--- config.mk ---
export PLATFORM = sky130hd
export DESIGN_NAME = mem_port_arbiter
export DESIGN_NICKNAME = d
export VERILOG_FILES = /design/src/rtl/mem_port_arbiter.sv
export SDC_FILE = /design/constraint.sdc
export NUM_CORES = 1
export LEC_CHECK = 0
export BUFFER_PORTS_ARGS = -buffer_cell sky130_fd_sc_hd__buf_2
export CAP_MARGIN = 20
export CORE_AREA = 10 10 563 565
export DETAILED_ROUTE_END_ITERATION = 16
export DIE_AREA = 0 0 573 575
export PLACE_DENSITY = 0.33
export SLEW_MARGIN = 30
export SYNTH_ARGS = -nofsm -noshare
export SYNTH_HDL_FRONTEND = slang
export SYNTH_SLANG_ARGS = --single-unit
--- constraint.sdc ---
create_clock -name clk -period 3.4 [get_ports clk]
set_input_delay 0.68 -clock clk [delete_from_list [all_inputs] [get_ports clk]]
set_output_delay 0.68 -clock clk [all_outputs]
set_load 0.1 [all_outputs]
--- src/rtl/mem_port_arbiter.sv ---
// mem_port_arbiter: round-robin share of one memory port between I-fetch and load/store, with response watchdog
module mem_port_arbiter #(
    parameter int DATA_W  = 256,
    parameter int ADDR_W  = 32,
    parameter int TIMEOUT = 255
) (
    input  logic                clk,
    input  logic                rst,
    input  logic                i_read,
    input  logic [ADDR_W-1:0]   i_address,
    output logic [DATA_W-1:0]   i_rdata,
    output logic                i_resp,
    input  logic                d_read,
    input  logic                d_write,
    input  logic [ADDR_W-1:0]   d_address,
    input  logic [DATA_W-1:0]   d_wdata,
    input  logic [DATA_W/8-1:0] d_mbe,
    output logic [DATA_W-1:0]   d_rdata,
    output logic                d_resp,
    output logic                pmem_read,
    output logic                pmem_write,
    output logic [ADDR_W-1:0]   pmem_address,
    output logic [DATA_W-1:0]   pmem_wdata,
    output logic [DATA_W/8-1:0] pmem_mbe,
    input  logic [DATA_W-1:0]   pmem_rdata,
    input  logic                pmem_resp,
    output logic                timeout_err
);
    typedef enum logic [1:0] {IDLE, SERVE_I, SERVE_D, RELEASE} state_t;
    localparam logic [7:0] WDOG_LAST = 8'(TIMEOUT - 1);
    state_t state_q, state_d;
    logic last_d_q, last_d_d;
    logic [7:0] wdog_q, wdog_d;
    logic timeout_err_q, timeout_err_d;
    logic [DATA_W-1:0] i_rdata_q, i_rdata_d, d_rdata_q, d_rdata_d;
    logic serve_i, serve_d, serving, expire, done, d_req;
    logic [DATA_W-1:0] resp_data;
    always_comb begin
        serve_i       = state_q == SERVE_I;
        serve_d       = state_q == SERVE_D;
        serving       = serve_i | serve_d;
        d_req         = d_read | d_write;
        expire        = serving & ~pmem_resp & (wdog_q == WDOG_LAST);
        done          = serving & ~rst & (pmem_resp | expire);
        resp_data     = pmem_resp ? pmem_rdata : '0;
        i_resp        = done & serve_i;
        d_resp        = done & serve_d;
        i_rdata       = i_resp ? resp_data : i_rdata_q;
        d_rdata       = d_resp ? resp_data : d_rdata_q;
        i_rdata_d     = i_rdata;
        d_rdata_d     = d_rdata;
        pmem_read     = serve_i ? i_read : serve_d ? (d_read & ~d_write) : 1'b0;
        pmem_write    = serve_d & d_write;
        pmem_address  = serve_i ? i_address : serve_d ? d_address : '0;
        pmem_wdata    = serve_d ? d_wdata : '0;
        pmem_mbe      = serve_i ? '1 : serve_d ? d_mbe : '0;
        timeout_err   = timeout_err_q;
        timeout_err_d = timeout_err_q | expire;
        state_d       = state_q;
        last_d_d      = last_d_q;
        wdog_d        = wdog_q;
        case (state_q)
            IDLE: begin
                wdog_d  = '0;
                state_d = (i_read & (~d_req | last_d_q)) ? SERVE_I : d_req ? SERVE_D : IDLE;
            end
            SERVE_I, SERVE_D: begin
                state_d  = (pmem_resp | expire) ? RELEASE : state_q;
                last_d_d = (pmem_resp | expire) ? serve_d : last_d_q;
                wdog_d   = (pmem_resp | expire | (&wdog_q)) ? wdog_q : wdog_q + 8'd1;
            end
            default: state_d = IDLE;
        endcase
    end
    always_ff @(posedge clk) begin
        if (rst) begin
            state_q       <= IDLE;
            last_d_q      <= 1'b1;
            wdog_q        <= '0;
            timeout_err_q <= 1'b0;
            i_rdata_q     <= '0;
            d_rdata_q     <= '0;
        end else begin
            state_q       <= state_d;
            last_d_q      <= last_d_d;
            wdog_q        <= wdog_d;
            timeout_err_q <= timeout_err_d;
            i_rdata_q     <= i_rdata_d;
            d_rdata_q     <= d_rdata_d;
        end
    end
endmodule

# After elaboration in Yosys (flattened, before gate mapping)
# Index checks and enable logic that the tools add are counted.
# W data, S select, Z words.
[word_totals]
in_bits = 614
regBits = 524
elab_cells = 53
[classes]
bitwise = 19
add_sub_neg = 1
eq_ne = 5
mux = 16
reduce_logical = 6
[op_table]
columns = ["op", "n"]
rows = [
  ["$mux W256", 4],
  ["$mux W32", 4],
  ["$pmux W8 S2", 1],
  ["$and A1 B1 Y1", 9],
  ["$add A8 B1 Y8 const B", 1],
  ["$eq A8 B8 Y1 const B", 1],
  ["$mux W8", 1],
  ["$reduce_and A8 Y1", 1],
  ["$mux W2", 3],
  ["$or A1 B1 Y1", 6],
  ["$ne A2 B2 Y1 const B", 2],
  ["$not A1 Y1", 4],
  ["$pmux W2 S2", 1],
  ["$reduce_and A2 Y1", 2],
  ["$eq A2 B1 Y1 const B", 1],
  ["$eq A2 B2 Y1 const B", 1],
  ["$logic_not A2 Y1", 1],
  ["$mux W1", 2],
  ["$reduce_bool A2 Y1", 1],
  ["$reduce_or A2 Y1", 1],
]

# Depth between registers and ports, before layout
# Gate-level depths: netlist (run 1).
[depth]
word_depth = 8
depth_mapped = 8
mapped_depth_nobuf = 6

# Least setup slack after synthesis (run 1)
# No wires, ideal clock.
[synth_timing]
path_kind = "input to output"
startpoint = "input pmem_resp"
endpoint = "output i_rdata[246]"
path_slack_ps = 398
required_time_ps = 2720
arrival_ps = 2322
path_buffers = 3
stages = 6
path_cell_list = "clkbuf_1 clkbuf_1 buf_1 nand2_1 nor2_1 a21o_1"
[synth_via]
elab_chain_len = 7
[synth_lines]
columns = ["item", "line", "rtl"]
rows = [
  ["start: declaration", "26", "input logic pmem_resp,"],
  ["$not A1 Y1", "43", "expire = serving & ~pmem_resp & (wdog_q == WDOG_LAST);"],
  ["$and A1 B1 Y1 (2 in series)", "43", ""],
  ["$or A1 B1 Y1", "44", "done = serving & ~rst & (pmem_resp | expire);"],
  ["$and A1 B1 Y1", "44", ""],
  ["$and A1 B1 Y1", "46", "i_resp = done & serve_i;"],
  ["$mux W256 (*)", "48", "i_rdata = i_resp ? resp_data : i_rdata_q;"],
  ["end: declaration", "11", "output logic [DATA_W-1:0] i_rdata,"],
]
# Every way passes the cells marked *; elsewhere a longest branch is shown, timed or not.

# Final worst setup path (run 1)
[layout_timing]
startpoint = "register state_q[1]"
endpoint = "output i_rdata[27]"
[layout_via]
elab_chain_len = 8
[layout_lines]
columns = ["item", "line", "rtl"]
rows = [
  ["start: declaration", "31", "state_t state_q, state_d;"],
  ["start signal: assignment", "84", "state_q <= state_d;"],
  ["$eq A2 B1 Y1 or $eq A2 B2 Y1 (tied branches)", "39, 40", ""],
  ["$or A1 B1 Y1", "41", "serving = serve_i | serve_d;"],
  ["$and A1 B1 Y1 (2 in series)", "43", ""],
  ["$or A1 B1 Y1", "44", ""],
  ["$and A1 B1 Y1", "44", ""],
  ["$and A1 B1 Y1 (*)", "46", ""],
  ["$mux W256 (*)", "48", ""],
]
# Marks and branches as above.

==> results of run 1 <==
==> worst max-delay path by stage <==
stage,to,slack [ps],startpoint
after floorplan,i_rdata[246],400,pmem_resp
after global placement,i_rdata[248],-110,state_q[1]$_SDFFE_PP0P_
after detailed placement,i_rdata[11],-90,state_q[1]$_SDFFE_PP0P_
after CTS,i_rdata[5],-380,state_q[1]$_SDFFE_PP0P_
after global routing,i_rdata[27],-400,state_q[1]$_SDFFE_PP0P_
final,i_rdata[27],-220,state_q[1]$_SDFFE_PP0P_
==> worst min-delay path: stages <==
cell and delay [ps]:
sky130_fd_sc_hd__buf_2 70, sky130_fd_sc_hd__nand2_1 70, sky130_fd_sc_hd__nor2_2 100, sky130_fd_sc_hd__a21o_1 90
==> flip-flops by register name, indices dropped and copies added, names as in the netlist <==
signal	cells
wdog_q	8
i_rdata_q	256
state_q	2
d_rdata_q	256
last_d_q	1
timeout_err	1
==> cell usage in the layout, fill, tap and decap left out, types with 6 or more instances in the layout <==
cell                        synthesis  routed
sky130_fd_sc_hd__buf_8              0      14
sky130_fd_sc_hd__dfxtp_1          524     520
sky130_fd_sc_hd__buf_4              0     127
sky130_fd_sc_hd__a22o_1            32      32
sky130_fd_sc_hd__and2_1           257     252
sky130_fd_sc_hd__a21o_4             0      34
sky130_fd_sc_hd__a21o_1          1057    1023
sky130_fd_sc_hd__nor2_1           518     491
sky130_fd_sc_hd__clkbuf_16          0     102
sky130_fd_sc_hd__buf_6              0      29
sky130_fd_sc_hd__clkbuf_8           0      13
sky130_fd_sc_hd__nand3_1           10       7
sky130_fd_sc_hd__a21oi_1            9       9
sky130_fd_sc_hd__buf_2            106     753
sky130_fd_sc_hd__diode_2            0      74
sky130_fd_sc_hd__nor2_4             0       6
sky130_fd_sc_hd__clkinv_2           0      10
sky130_fd_sc_hd__buf_16             0      25
sky130_fd_sc_hd__buf_12             0     682
sky130_fd_sc_hd__nor2_2             0      21
sky130_fd_sc_hd__nand2_1          261     259
sky130_fd_sc_hd__clkbuf_1         133      23
==> kinds of logic (layout without fill, tap and decap cells) <==
group | after synthesis | in the layout
compound gates | 1118 | 1118
simple gates | 1064 | 1064
flops | 524 | 524
buf+inv | 254 | 1805
fa+ha+maj | 6 | 6
other cells | 0 | 74
==> timing repair <==
item | in CTS | in global routing
cloned | 15 | 28
resized for setup | 138 | 188
setup endpoints to repair | 637 | 776
pin swaps | 111 | 237
buffers inserted | 21 | 25
hold buffers | 0 | 0
==> cell type report <==
cell class / count / share of cell area (%)
timing repair buffer: 1652 / 38.4
multi-input combinational: 2188 / 26.2
sequential: 524 / 20.1
tap: 4100 / 9.80
clock buffer: 117 / 4.38
clock inverter: 28 / 0.674
antenna: 74 / 0.354
inverter: 8 / 0.0812
==> through the flow <==
step,worst slack [ps],hold WS (ps)
after floorplan,398,427
after CTS,-378,281
final,-221,364
after detailed placement,-94.1,439
after global routing,-403,334
after global placement,-107,433
==> layer usage <==
layer,vias up,global-route usage (%)
li1,13100,-
met1,14000,19.4
met3,371,6.98
met5,-,0
met2,1383,23.1
met4,122,2.43
==> where the power goes <==
group / internal, W / switching, W
clock: 0.00502 / 0.00353
sequential: 0.00662 / 0.000249
combinational: 0.00751 / 0.0203
total: 0.0191 / 0.0241
==> metrics.log, run 1 <==
INFO  metric overflow = 0
INFO  metric finalWeightedCongestion = 0.987
INFO  metric biggest_area_contributors_in_the_synthesized_netlist = sky130_fd_sc_hd__dfxtp_1 42%, sky130_fd_sc_hd__a21o_1 32%, sky130_fd_sc_hd__nor2_1 7.8%
INFO  metric finalPower = 0.0433 W
INFO  metric critical_path_buf_inv_count = 9
INFO  metric floorplan.initialDensity = 8.13%
INFO  metric via_count = 29,000
INFO  metric synth-async-reset-ratio = 0%
INFO  metric tightestPinTransition = 1090 ps
INFO  metric setup_tns = -51,620 ps
INFO  metric clkSinkCount = 524
INFO  metric vias_per_cell = 3.33
INFO  metric timing.final.max_slew_violations = 0
INFO  metric wl_met2 = 114,000 um
INFO  metric worst_setup_hold_path_clk_slew = 60 ps
INFO  metric pin_count_of_the_biggest_net_entering_global_routing = 141
INFO  metric synth_compound_area_share = around a third
INFO  metric fmaxAchievable = roughly 0.28 GHz
INFO  metric wirelength_met1 = 118,000 um
INFO  metric critical_path_most_common_cell = sky130_fd_sc_hd__buf_12
INFO  metric cp_data_arrival_time = 2940 ps
INFO  metric synth_top_area_cell = sky130_fd_sc_hd__dfxtp_1
INFO  metric worst_setup_path_end_kind = primary output
INFO  metric maxUsedRoutingLayer = met5
INFO  metric post-route-cell-area = 52,400 sq um
INFO  metric synthesis.nets = ~3,600
INFO  metric grt_first_pass_wirelength = 329,000 um
INFO  metric synth_sequential_area_ratio = 42.3%
INFO  metric capture_endpoint_of_the_worst_hold_path = d_rdata_q[16]$_SDFF_PP0_
INFO  metric tritoncts = done
INFO  metric reg2reg_slack = 800 ps
INFO  metric final_period_minus_worst_setup_slack = 3620 ps
INFO  metric wl_per_cell = 30.5 um
INFO  metric cp_cell_sequence = inv_4 > ha_4 > inv_4 > o31ai_4 > buf_6 > buf_6 > nand3_4 > buf_12 > buf_16 > buf_12 > buf_16 > a21o_1 > buf_12
INFO  metric static-leakage-power = 29.7 nW
INFO  metric cts.htree.levels = 3
INFO  metric num-fill-cells = 34,000
INFO  metric synth_xor_area_share = 0%
INFO  metric globalRouteTotalUtil = 15.0%
INFO  metric r2r_cells = 6
INFO  metric yosysWarningCount = 0
INFO  metric std_cell_core_area = between 300,000 and 400,000 sq um
INFO  metric post_detailed_route_count_of_antenna_violating_nets = 0
INFO  metric io_pins = about 1,500
INFO  metric synth.lib_cells_used.distinct = 36
INFO  metric final_layout_size_suffix_gt1_share = between 40% and 50%
INFO  metric final_cell_count_no_fill = a little under 9,000
INFO  metric final-setup-viol-count = 465
INFO  metric clk_latency = 680 ps
INFO  metric avgSynthCellArea = 8.36 sq um
INFO  metric ff_latch_area = 10,500 sq um
INFO  metric delay_contributed_by_the_slowest_stage_of_the_critical_path = 360 ps
INFO  metric ys_seq_elements = 524
INFO  metric multiInputGateArea = 13,700 sq um
INFO  metric violations = negative setup slack
INFO  metric status = finished with violations
INFO  metric period_share = 106%
INFO  metric post-synth-top-area-fraction = 42.3%
INFO  metric chipHeight = between 500 and 600 um
INFO  metric power_density = about 830 nW/um^2
INFO  metric area_growth = 111%
INFO  metric cp.required = 2720 ps
INFO  metric critical_path.top_delay_family = buffers and inverters
INFO  metric critical_register_to_register_path_endpoint = d_rdata_q[117]$_SDFF_PP0_
INFO  metric min_path_type = in -> reg
INFO  metric number_of_cells_in_the_design_after_placement = 8,394
INFO  metric drt_first_iter_violations = 1,622
INFO  metric synth_common_cells = 1,057 x sky130_fd_sc_hd__a21o_1, 524 x sky130_fd_sc_hd__dfxtp_1, 518 x sky130_fd_sc_hd__nor2_1
INFO  metric synth_top_family_by_area = compound AO/OA/AOI/OAI gates
INFO  metric hp-start = pmem_rdata[16]
INFO  metric crit_path_start_kind = flop
INFO  metric finish.utilization = 17.2%
INFO  metric clock_path_buffers = 3
INFO  metric critical_path_depth = 13
INFO  metric final-hold-violation-count = 0
INFO  metric port_buffers = 1,450
INFO  metric crit_path_max_fanout = 7
INFO  metric hold-path-cell-count = 4
INFO  metric route.met3.wl = 27,000 um
INFO  metric rows = 203
INFO  metric via_count_of_the_first_global_routing_pass = ~29,000
INFO  metric drt-pass1-iter-count = 5
INFO  metric clockRootBuffer = sky130_fd_sc_hd__clkbuf_16
INFO  metric antenna_found_initial = 175
INFO  metric synthMostInstantiatedCell = sky130_fd_sc_hd__a21o_1
INFO  metric cp_slowest_cell = sky130_fd_sc_hd__dfxtp_4
INFO  metric number_of_flops_mapped_to_enable_cells_by_yosys = 0
INFO  metric unrepaired_setup_endpoints_after_global_routing = yes
INFO  metric synthMuxAreaShare = 0%
INFO  metric remaining_drc_errors = 0
INFO  metric placement.cell_area = 47,000 sq um
INFO  metric least_setup_slack_across_all_paths_after_layout = -221 ps
INFO  metric vdd_drop_max = 0.000354 V
INFO  metric synthAdderAreaFrac = less than 1%
INFO  metric netlist_instances = 2,966
INFO  metric ys_dominant_reg_cell = sky130_fd_sc_hd__dfxtp_1
INFO  metric die_area = 329,000 sq um
INFO  metric r2r_start = wdog_q[2]$_SDFFE_PP0P_
INFO  metric synth_simple_gate_area_share = 19.0%
INFO  metric finalNetCount = just over 5,000
INFO  metric detailedPlacementHpwl = 218,000 um
INFO  metric drv_cap = 0
INFO  metric dieWidth = 573 um
INFO  metric routed_wirelength = between 200,000 and 300,000 um
INFO  metric critical_path_class = reg -> out
INFO  metric synth_area = 24,800 sq um
INFO  metric fin_worst_skew = 50.8 ps
INFO  metric max_slew_margin = between 20 and 30%
INFO  metric numCtsBuffers = 80
No activity file was read; power rests on OpenSTA's default activity.
==> run 2, diff against run 1 <==
--- a/config.mk
+++ b/config.mk
@@ -7,10 +7,10 @@
 export LEC_CHECK = 0
 export BUFFER_PORTS_ARGS = -buffer_cell sky130_fd_sc_hd__buf_2
 export CAP_MARGIN = 20
-export CORE_AREA = 10 10 563 565
+export CORE_AREA = 10 10 549 551
 export DETAILED_ROUTE_END_ITERATION = 16
-export DIE_AREA = 0 0 573 575
-export PLACE_DENSITY = 0.33
+export DIE_AREA = 0 0 559 561
+export PLACE_DENSITY = 0.34
 export SLEW_MARGIN = 30
 export SYNTH_ARGS = -nofsm -noshare
 export SYNTH_HDL_FRONTEND = slang
==> run 2 against run 1 <==
Compared with the run above:
- the flow still finishes with violations (negative setup slack)
- clock skew increased by 22 ps
- die area fell by 4.8%
- register-to-register slack better by 170 ps
- sequential share of layout area is 0.55 points lower
- combinational power rose by 6%
- highest routed layer unchanged
==> metrics.log, run 2 (synthesized netlist as in run 1, its figures left out) <==
INFO  metric clockRootBuffer = sky130_fd_sc_hd__clkbuf_16 (unchanged)
INFO  metric tritoncts = done (unchanged)
INFO  metric vias_per_cell = 3.46 (was 3.33)
INFO  metric std_cell_core_area = 290,000 sq um (was 305,000 sq um)
INFO  metric violations = negative setup slack (unchanged)
INFO  metric final-hold-violation-count = 0 (unchanged)
INFO  metric cp_slowest_cell = sky130_fd_sc_hd__dfxtp_2 (was sky130_fd_sc_hd__dfxtp_4)
INFO  metric final_period_minus_worst_setup_slack = 3660 ps (was 3620 ps)
INFO  metric switchingPower = 0.0249 W (was 0.0241 W)
INFO  metric antenna_found_initial = 236 (was 175)
INFO  metric port_buffers = 1,450 (unchanged)
INFO  metric rows = 198 (was 203)
INFO  metric cp.required = 2720 ps (about the same)
INFO  metric fin_worst_skew = 72.6 ps (was 50.8 ps)
INFO  metric finalPower = 0.0450 W (was 0.0433 W)
INFO  metric reg2reg_slack = 970 ps (was 800 ps)
INFO  metric internal-power = 0.0201 W (was 0.0191 W)
INFO  metric hold-path-cell-count = 4 (unchanged)
INFO  metric numCtsBuffers = 84 (was 80)
INFO  metric cp_cell_sequence = inv_4 > ha_4 > inv_4 > o31ai_4 > buf_4 > nand3_4 > buf_12 > buf_12 > buf_4 > a21o_1 > buf_12 (was inv_4 > ha_4 > inv_4 > o31ai_4 > buf_6 > buf_6 > nand3_4 > buf_12 > buf_16 > buf_12 > buf_16 > a21o_1 > buf_12)
INFO  metric grt_first_pass_wirelength = 357,000 um (was 329,000 um)
INFO  metric overflow = 0 (unchanged)
INFO  metric final_layout_size_suffix_gt1_share = 42.9% (was 41.3%)
INFO  metric period_share = 108% (was 106%)
INFO  metric critical_path_most_common_cell = sky130_fd_sc_hd__buf_12 (unchanged)
INFO  metric clock_path_buffers = 4 (was 3)
INFO  metric r2r_cells = 10 (was 6)
INFO  metric power_density = 837 nW/um^2 (was 826 nW/um^2)
INFO  metric chipHeight = 561 um (was 575 um)
INFO  metric drt-pass1-iter-count = 5 (unchanged)
INFO  metric io_pins = 1,451 (unchanged)
INFO  metric min_path_type = in -> reg (unchanged)
INFO  metric remaining_drc_errors = 0 (unchanged)
INFO  metric via_count_of_the_first_global_routing_pass = 29,300 (was 28,700)
INFO  metric finalNetCount = 5,108 (was 5,074)
INFO  metric worst_setup_hold_path_clk_slew = 60 ps (about the same)
INFO  metric via_count = 29,500 (was 29,000)
INFO  metric final_cell_count_no_fill = 8,543 (was 8,691)
INFO  metric final-setup-viol-count = 576 (was 465)
INFO  metric critical_path_class = reg -> out (unchanged)
INFO  metric globalRouteTotalUtil = 17.4% (was 15.0%)
INFO  metric layout_commonest_cell = sky130_fd_sc_hd__a21o_1 (unchanged)
INFO  metric delay_contributed_by_the_slowest_stage_of_the_critical_path = 360 ps (about the same)
INFO  metric netSwitchingFraction = 55.3% (was 55.7%)
INFO  metric die_area = 314,000 sq um (was 329,000 sq um)
INFO  metric number_of_cells_in_the_design_after_placement = 8,239 (was 8,394)
INFO  metric share_comb_of_total_power = 65.6% (was 64.4%)
INFO  metric critical_path.top_delay_family = buffers and inverters (unchanged)
INFO  metric pin_count_of_the_biggest_net_entering_global_routing = 93 (was 141)
INFO  metric routed_wirelength = 293,000 um (was 265,000 um)
INFO  metric worst_setup_path_end_kind = primary output (unchanged)
INFO  metric detailedPlacementHpwl = 246,000 um (was 218,000 um)
INFO  metric unrepaired_setup_endpoints_after_global_routing = yes (unchanged)
INFO  metric vdd_drop_max = 0.000513 V (was 0.000354 V)
INFO  metric finalWeightedCongestion = 1.02 (was 0.987)
INFO  metric finish.utilization = 18.6% (was 17.2%)
INFO  metric top_library_cells_by_usage_in_the_layout_fill_and_taps_aside = 1,041 x sky130_fd_sc_hd__a21o_1, 777 x sky130_fd_sc_hd__buf_12, 687 x sky130_fd_sc_hd__buf_2 (was 1,023 x sky130_fd_sc_hd__a21o_1, 753 x sky130_fd_sc_hd__buf_2, 682 x sky130_fd_sc_hd__buf_12)
INFO  metric clkSinkCount = 524 (unchanged)
INFO  metric critical_path_depth = 11 (was 13)
INFO  metric drv_cap = 0 (unchanged)
INFO  metric max_slew_margin = 53.8% (was 27.4%)
INFO  metric drt_first_iter_violations = 1,949 (was 1,622)
INFO  metric area_growth = 117% (was 111%)
INFO  metric crit_path_max_fanout = 16 (was 7)
INFO  metric wl_per_cell = 34.3 um (was 30.5 um)
INFO  metric critical_path_buf_inv_count = 7 (was 9)
INFO  metric largestRegisters = d_rdata_q x256, i_rdata_q x256, wdog_q x8 (unchanged)
INFO  metric floorplan.initialDensity = 8.55% (was 8.13%)
INFO  metric timing.final.max_slew_violations = 0 (unchanged)
INFO  metric status = finished with violations (unchanged)
INFO  metric clk_latency = 810 ps (was 680 ps)
INFO  metric power_share_of_the_clock_group = 19.2% (was 19.7%)
INFO  metric crit_path_start_kind = flop (unchanged)
INFO  metric sequential_fraction_of_design_power = 15.2% (was 15.9%)
INFO  metric least_setup_slack_across_all_paths_after_layout = -263 ps (was -221 ps)
INFO  metric cp_data_arrival_time = 2980 ps (was 2940 ps)
INFO  metric dieWidth = 559 um (was 573 um)
INFO  metric tightestPinTransition = 697 ps (was 1090 ps)
INFO  metric cts_hold_repair.buffers = 0 (unchanged)
INFO  metric static-leakage-power = 30.2 nW (was 29.7 nW)
INFO  metric fmaxAchievable = 0.273 GHz (was 0.276 GHz)
INFO  metric post_detailed_route_count_of_antenna_violating_nets = 0 (unchanged)
INFO  metric cts.htree.levels = 3 (unchanged)
==> run 2: changes by cell type in the layout (fill, tap and decap cells not counted), moves of 18 or more <==
cell                      delta
sky130_fd_sc_hd__a21o_1     +18
sky130_fd_sc_hd__a21o_4     -19
sky130_fd_sc_hd__buf_12     +95
sky130_fd_sc_hd__buf_2      -66
sky130_fd_sc_hd__diode_2    +30
sky130_fd_sc_hd__nor2_1     -78
sky130_fd_sc_hd__nor2_2     +51
sky130_fd_sc_hd__nor2_4     +27
==> run 2: area by class of cell <==
class / instances / area, sq um
Fill cell: 32200 / 236000
Tap cell: 3900 / 4880
Timing Repair Buffer: 1682 / 21600
Antenna cell: 104 / 260
Inverter: 8 / 37.5
Multi-Input combinational cell: 2188 / 13900
Sequential cell: 524 / 10500
Clock inverter: 20 / 265
Clock buffer: 117 / 2380
==> run 2: worst paths after layout <==
path / startpoint / endpoint
worst max-delay path: state_q[1]$_SDFFE_PP0P_ / d_rdata[244]
worst min-delay path: pmem_rdata[46] / d_rdata_q[46]$_SDFF_PP0_
worst max register to register: wdog_q[0]$_SDFFE_PP0P_ / i_rdata_q[80]$_SDFF_PP0_
worst min register to register: d_rdata_q[68]$_SDFF_PP0_ / d_rdata_q[68]$_SDFF_PP0_
==> run 2: timing repair <==
item,in CTS,in global routing
cloned,6,22
pin swaps,77,93
endpoints found under the setup margin,711,711
buffers inserted,24,14
resized for setup,150,128
==> run 2: stage by stage <==
stage	instance area, sq um	TNS [ps]	setup slack (ps)	hold WS (ps)
2_1_floorplan	24800	0	398	427
3_3_place_gp	48900	-234	-234	433
3_5_place_dp	48900	-225	-225	439
4_1_cts	52500	-160170	-356	186
5_1_grt	53600	-179190	-406	237
6_report	53800	-81120	-263	272
==> run 2: routing by layer <==
metal	global-route usage [%]	vias to the layer above	routed length, um
li1	-	13200	-
met1	22.2	14300	127000
met2	28.1	1441	132000
met3	7.30	474	28100
met4	2.40	114	5520
met5	0	-	729
==> run 2: worst register-to-register path: stages (launching register included) <==
cell and delay, ps:
sky130_fd_sc_hd__dfxtp_4 340, sky130_fd_sc_hd__inv_4 60, sky130_fd_sc_hd__ha_4 140, sky130_fd_sc_hd__nand3_4 110
sky130_fd_sc_hd__buf_4 160, sky130_fd_sc_hd__buf_4 140, sky130_fd_sc_hd__o21ai_1 430, sky130_fd_sc_hd__a31oi_4 150
sky130_fd_sc_hd__buf_12 220, sky130_fd_sc_hd__buf_12 340, sky130_fd_sc_hd__a21o_1 240
==> run 2: power groups by stage <==
stage	registers [W]	logic, W	clock network (W)
after global routing	0.00690	0.0301	0.00925
final	0.00685	0.0295	0.00866
after detailed placement	0.00697	0.0290	0
after floorplan	0.00692	0.0166	0
after CTS	0.00684	0.0295	0.00908
after global placement	0.00696	0.0291	0
